===== src/rtl/rr_sel_arbiter3.sv =====
// rr_sel_arbiter3: three-requester round-robin arbiter with hold limit, driving sel0/sel1
// of a downstream 2:1-mux-tree three-input mux. Revision: 1.0
`default_nettype none

module rr_sel_arbiter3 #(
    parameter int HOLD_MAX = 8
) (
    input  logic       clk,
    input  logic       rst_n,
    input  logic [2:0] req,
    input  logic       done,
    output logic [2:0] gnt,
    output logic       busy,
    output logic       sel0,
    output logic       sel1,
    output logic       timeout
);

    localparam int CNT_W = (HOLD_MAX < 1) ? 1 : $clog2(HOLD_MAX + 1);
    localparam logic [CNT_W-1:0] HOLD_LAST = CNT_W'(HOLD_MAX - 1);

    typedef enum logic {
        IDLE  = 1'b0,
        GRANT = 1'b1
    } state_t;

    state_t           state_q;
    logic [1:0]       ptr_q;
    logic [1:0]       owner_q;
    logic [CNT_W-1:0] hold_cnt_q;
    logic [2:0]       gnt_q;
    logic             busy_q;
    logic             sel0_q;
    logic             sel1_q;
    logic             timeout_q;

    logic [1:0] cand0;
    logic [1:0] cand1;
    logic [1:0] cand2;
    logic [1:0] pick_idx;
    logic       owner_req;
    logic       at_last;

    function automatic logic [1:0] inc3(input logic [1:0] v);
        return (v == 2'd2) ? 2'd0 : v + 2'd1;
    endfunction

    // Rotating priority scan: ptr first, then ptr+1, ptr+2 (mod 3).
    always_comb begin
        cand0    = ptr_q;
        cand1    = inc3(ptr_q);
        cand2    = inc3(cand1);
        pick_idx = cand2;
        if (req[cand0]) begin
            pick_idx = cand0;
        end else if (req[cand1]) begin
            pick_idx = cand1;
        end
    end

    always_comb begin
        owner_req = 1'b0;
        case (owner_q)
            2'd0:    owner_req = req[0];
            2'd1:    owner_req = req[1];
            2'd2:    owner_req = req[2];
            default: owner_req = 1'b0;
        endcase
        at_last = (hold_cnt_q == HOLD_LAST);
    end

    always_ff @(posedge clk or negedge rst_n) begin
        if (!rst_n) begin
            state_q    <= IDLE;
            ptr_q      <= 2'd0;
            owner_q    <= 2'd0;
            hold_cnt_q <= '0;
            gnt_q      <= 3'b000;
            busy_q     <= 1'b0;
            sel0_q     <= 1'b0;
            sel1_q     <= 1'b0;
            timeout_q  <= 1'b0;
        end else begin
            timeout_q <= 1'b0;
            case (state_q)
                IDLE: begin
                    if (req != 3'b000) begin
                        state_q    <= GRANT;
                        owner_q    <= pick_idx;
                        hold_cnt_q <= '0;
                        gnt_q      <= 3'b001 << pick_idx;
                        busy_q     <= 1'b1;
                        sel0_q     <= (pick_idx == 2'd2);
                        sel1_q     <= (pick_idx == 2'd1);
                    end
                end
                GRANT: begin
                    if (done || !owner_req || at_last) begin
                        state_q   <= IDLE;
                        ptr_q     <= inc3(owner_q);
                        gnt_q     <= 3'b000;
                        busy_q    <= 1'b0;
                        sel0_q    <= 1'b0;
                        sel1_q    <= 1'b0;
                        // done and a dropped request outrank the hold limit
                        timeout_q <= !done && owner_req;
                    end else begin
                        hold_cnt_q <= hold_cnt_q + CNT_W'(1);
                    end
                end
                default: state_q <= IDLE;
            endcase
        end
    end

    assign gnt     = gnt_q;
    assign busy    = busy_q;
    assign sel0    = sel0_q;
    assign sel1    = sel1_q;
    assign timeout = timeout_q;

endmodule

`default_nettype wire


===== config.mk =====
export PLATFORM = sky130hd
export DESIGN_NAME = rr_sel_arbiter3
export DESIGN_NICKNAME = d
export VERILOG_FILES = /design/src/rtl/rr_sel_arbiter3.sv
export SDC_FILE = /design/constraint.sdc
export NUM_CORES = 1
export LEC_CHECK = 0
export ABC_AREA = 1
export BUFFER_PORTS_ARGS = -buffer_cell sky130_fd_sc_hd__buf_4
export CAP_MARGIN = 10
export CORE_AREA = 2 2 45 47
export DETAILED_ROUTE_END_ITERATION = 16
export DIE_AREA = 0 0 47 49
export PLACE_DENSITY = 0.61
export SYNTH_ARGS = -nofsm -noshare
export SYNTH_HDL_FRONTEND = slang
export SYNTH_SLANG_ARGS = --single-unit

===== constraint.sdc =====
create_clock -name clk -period 3.2 [get_ports clk]
set_input_delay 0.48 -clock clk [delete_from_list [all_inputs] [get_ports clk]]
set_output_delay 0.48 -clock clk [all_outputs]
set_load 0.005 [all_outputs]

==> impl_results.html <==
<table>
<tr><th>Metric</th><th>Value</th></tr>
<tr><th colspan="2">CTS</th></tr>
<tr><td>Root buffer cell</td><td>sky130_fd_sc_hd__clkbuf_4</td></tr>
<tr><td>Cts-stage hold buffer count</td><td>0</td></tr>
<tr><td>Clk buf depth</td><td>2</td></tr>
<tr><td>Clock tree from TritonCTS</td><td>done</td></tr>
<tr><td>Number of levels the H-tree was split into</td><td>1</td></tr>
<tr><td>Number of buffers added by the clock tree synthesis step</td><td>3</td></tr>
<tr><td>Number of clock sinks</td><td>14</td></tr>
<tr><td>CTS clk-pin slew, worst paths</td><td>roughly 0.080 ns</td></tr>
<tr><td>Clock latency at the later pin of the worst-skew pair</td><td>~0.27 ns</td></tr>
<tr><td>Post-cts sizing count</td><td>0</td></tr>
<tr><td>Setup Buffers After CTS</td><td>0</td></tr>
<tr><th colspan="2">Yosys</th></tr>
<tr><td>Total number of yosys warnings</td><td>0</td></tr>
<tr><td>Top_reg_cell synth</td><td>sky130_fd_sc_hd__dfrtp_1</td></tr>
<tr><td>Post-Syn Area</td><td>around 770 sq um</td></tr>
<tr><td>Flip-flop and latch count after synthesis</td><td>14</td></tr>
<tr><td>Avg Inst Size Synth</td><td>8.07 sq um</td></tr>
<tr><td>Post-synth net total</td><td>slightly above 100</td></tr>
<tr><td>Count of distinct cell types in the synthesized netlist</td><td>22</td></tr>
<tr><td>Number of standard cells after synthesis</td><td>96</td></tr>
<tr><td>Library cell with the highest instance count after synthesis</td><td>sky130_fd_sc_hd__nand2_1</td></tr>
<tr><td>Cell types with the largest area share after synthesis</td><td>sky130_fd_sc_hd__dfrtp_1 45%, sky130_fd_sc_hd__nand2_1 15%, sky130_fd_sc_hd__nand3_1 10%</td></tr>
<tr><td>Register area share after synthesis</td><td>between 40% and 50%</td></tr>
<tr><td>Async SR Flop Fraction</td><td>100%</td></tr>
<tr><td>Most numerous cell types in the synthesized netlist</td><td>30 x sky130_fd_sc_hd__nand2_1, 16 x sky130_fd_sc_hd__nand3_1, 14 x sky130_fd_sc_hd__dfrtp_1</td></tr>
<tr><td>Fraction of post-synthesis cell area in the top cell type by area</td><td>a little under half</td></tr>
<tr><td>Number of flops mapped to enable cells by yosys</td><td>0</td></tr>
<tr><td>Cell accounting for the most synthesized area</td><td>sky130_fd_sc_hd__dfrtp_1</td></tr>
<tr><th colspan="2">Detailed routing</th></tr>
<tr><td>Initial DRC Count</td><td>7</td></tr>
<tr><td>Vias per std cell</td><td>between 4 and 5</td></tr>
<tr><td>Via count</td><td>624</td></tr>
<tr><td>Post-DRT Antenna Nets</td><td>0</td></tr>
<tr><td>DRC errors left</td><td>0</td></tr>
<tr><td>Per-cell routed wire length</td><td>11.2 um</td></tr>
<tr><td>First-pass iteration count of the detailed router</td><td>4</td></tr>
<tr><td>Wire length after detailed routing</td><td>between 1500 and 2000 um</td></tr>
<tr><th colspan="2">Setup path</th></tr>
<tr><td>CP most frequent cell</td><td>sky130_fd_sc_hd__nand2_1</td></tr>
<tr><td>Slowest cell on the critical path</td><td>sky130_fd_sc_hd__dfrtp_1</td></tr>
<tr><td>Largest stage delay, worst path</td><td>roughly 0.4 ns</td></tr>
<tr><td>Worst path required time</td><td>3.36 ns</td></tr>
<tr><td>CP arrival</td><td>~1.5 ns</td></tr>
<tr><td>Crit. End Element</td><td>register</td></tr>
<tr><td>Critical path launch point type</td><td>register</td></tr>
<tr><td>Crit-path cells</td><td>ha_1, nand2_1, or2_4, nand3_2, nand2_4, nand3_1, nand2_1</td></tr>
<tr><td>Worst setup path category</td><td>reg2reg</td></tr>
<tr><td>Biggest fanout along the worst timing path</td><td>9</td></tr>
<tr><th colspan="2">Finish</th></tr>
<tr><td>Fin cells</td><td>around 140</td></tr>
<tr><td>Area taken by flip-flops and latches</td><td>around 350 sq um</td></tr>
<tr><td>Multi-input gate area</td><td>between 300 and 400 sq um</td></tr>
<tr><td>Post-layout net count</td><td>117</td></tr>
<tr><td>Cell area after layout</td><td>901 sq um</td></tr>
<tr><td># diodes</td><td>0</td></tr>
<tr><td>Proportion of layout cells with a drive suffix above 1</td><td>a little under a quarter</td></tr>
<tr><td>Filler Cells Inserted</td><td>between 150 and 200</td></tr>
<tr><td>Syn-to-layout area delta</td><td>16.3%</td></tr>
<tr><th colspan="2">Power</th></tr>
<tr><td>Leakage dissipation</td><td>approximately 0.48 nW</td></tr>
<tr><td>Cell Pwr Density</td><td>between 800 and 900 nW/um^2</td></tr>
<tr><td>Max IR drop VDD</td><td>around 400 uV</td></tr>
<tr><th colspan="2">Timing</th></tr>
<tr><td>Unrepaired setup endpoints after global routing</td><td>no</td></tr>
<tr><td>F_max</td><td>approximately 0.75 GHz</td></tr>
<tr><td>Worst slew slack as a fraction of its limit</td><td>between 70% and 80%</td></tr>
<tr><td>Final clock skew</td><td>~0.0086 ns</td></tr>
<tr><td>Final Max Tran Viols</td><td>0</td></tr>
<tr><td>Summed negative setup slack over all endpoints</td><td>0 ns</td></tr>
<tr><td>Shortest clock period the worst path allows after layout</td><td>1.34 ns</td></tr>
<tr><td>Part of the cycle the worst path needs</td><td>between 40% and 50%</td></tr>
<tr><td>Slew at the pin closest to its max-slew limit</td><td>0.343 ns</td></tr>
<tr><td>Final Hold Viols</td><td>0</td></tr>
<tr><td>Final number of setup-violating endpoints</td><td>0</td></tr>
<tr><th colspan="2">Hold path</th></tr>
<tr><td>Path type of the worst min-delay path</td><td>in2async</td></tr>
<tr><th colspan="2">Global route</th></tr>
<tr><td>Antenna violations before repair</td><td>0</td></tr>
<tr><td>Pin count of the biggest net entering global routing</td><td>15</td></tr>
<tr><td>Vias in the first global route</td><td>approximately 600</td></tr>
<tr><td>First-pass GRT wire length</td><td>~2600 um</td></tr>
<tr><td>Gr ovfl total</td><td>0</td></tr>
<tr><td>Total Routing Usage GR</td><td>between 15 and 20%</td></tr>
<tr><th colspan="2">Place</th></tr>
<tr><td>Cell area reported after detailed placement</td><td>slightly below 900 sq um</td></tr>
<tr><td>Number of port buffers</td><td>12</td></tr>
<tr><td>Estimated wirelength of the detail-placed design</td><td>about 1100 um</td></tr>
<tr><td>Final weighted congestion in routability-driven placement</td><td>between 0.8 and 0.9</td></tr>
<tr><td>Cell count after placement</td><td>about 130</td></tr>
<tr><th colspan="2">Run status</th></tr>
<tr><td>Run status</td><td>completed</td></tr>
<tr><th colspan="2">Floorplan</th></tr>
<tr><td>Core box area</td><td>1840 sq um</td></tr>
<tr><td>Top-Level Pins</td><td>13</td></tr>
<tr><td>Starting Density</td><td>42.1%</td></tr>
<tr><td>Area of the die</td><td>2300 sq um</td></tr>
<tr><td>Number of rows in the core area</td><td>16</td></tr>
<tr><td>Height of the chip</td><td>49 um</td></tr>
<tr><td>Die X</td><td>47 um</td></tr>
<tr><th colspan="2">Flow run</th></tr>
<tr><td>Max Cap Violations</td><td>0</td></tr>
</table>
## metrics by stage
step                utilization [%]  power [mW]  setup WS [ns]  hold WS [ns]
floorplan                         -       0.542           1.97         0.184
global placement               47.7       0.634           1.84         0.342
detailed placement             47.7       0.638           1.81         0.344
CTS                            48.9       0.738           1.86        0.0403
global route                   48.9       0.800           1.74        0.0385
finish                         48.9       0.730           1.86        0.0359
## worst max-delay path, delay by kind of cell (launching register included)
family | cells | cell delay [ns]
fa+ha+maj | 1 | 0.18
simple gates | 6 | 0.64
flops | 1 | 0.39
## routing by layer
metal	vias to the layer above	track usage, %	part of all wire, %
met5	-	0	0
met2	8	21.9	45
met1	280	22.9	52
met4	0	5.56	1.0
li1	334	-	-
met3	2	3.33	2.3
## where the power goes
group | switching [mW] | internal [mW]
logic | 0.189 | 0.132
registers | 0.0736 | 0.239
clock network | 0.0524 | 0.0435
## cell type report
class | count | area share, %
clock buffer | 3 | 2.50
inverter | 10 | 4.17
multi-input combinational | 69 | 40.7
sequential | 14 | 38.9
tap | 27 | 3.75
timing repair buffer | 12 | 10.0
## sequential cells by signal (all words and copies together), names as in the netlist
name and flops:
gnt 2, owner_q 2, state_q 1, hold_cnt_q 4, sel1 1, busy 1, timeout 1, cand0 2
## final timing paths
check                                           from                         to  slack (ns)  cells past startpoint
setup / recovery           hold_cnt_q[0]$_DFFE_PN0P_         gnt[2]$_DFFE_PN0P_        1.86                      7
hold / removal                                 rst_n  hold_cnt_q[2]$_DFFE_PN0P_        0.04                      1
setup reg to reg           hold_cnt_q[0]$_DFFE_PN0P_         gnt[2]$_DFFE_PN0P_        1.86                      7
hold reg to reg                     busy$_DFFE_PN0P_           busy$_DFFE_PN0P_        0.49                      2
max in group asynchronous                      rst_n       cand0[1]$_DFFE_PN0P_        2.99                      1
min in group clk                                done          timeout$_DFF_PN0_        0.47                      4
## placed cells by master, fill, tap and decap left out
cell / instances
sky130_fd_sc_hd__nand2_4: 1
sky130_fd_sc_hd__nor2_1: 7
sky130_fd_sc_hd__buf_4: 12
sky130_fd_sc_hd__nand3_2: 2
sky130_fd_sc_hd__nand2_1: 30
sky130_fd_sc_hd__a31oi_4: 1
sky130_fd_sc_hd__or2_4: 1
sky130_fd_sc_hd__inv_2: 2
sky130_fd_sc_hd__clkbuf_4: 3
sky130_fd_sc_hd__o21ai_0: 2
sky130_fd_sc_hd__nor3b_1: 1
sky130_fd_sc_hd__inv_1: 8
sky130_fd_sc_hd__xor2_1: 1
sky130_fd_sc_hd__a21oi_2: 1
sky130_fd_sc_hd__o21ai_2: 1
sky130_fd_sc_hd__ha_1: 1
sky130_fd_sc_hd__nand4_1: 1
sky130_fd_sc_hd__or2_1: 1
sky130_fd_sc_hd__nand4_2: 1
sky130_fd_sc_hd__nand3_1: 16
sky130_fd_sc_hd__dfrtp_1: 14
sky130_fd_sc_hd__a21oi_1: 1
## cell families after synthesis
logic type / share of synthesized area [%]
compound gates: 6.95
fa+ha+maj: 1.62
buf+inv: 7.43
xor+xnor: 1.13
flops: 45.2
simple gates: 37.6
(Power assumes the default switching activity.)
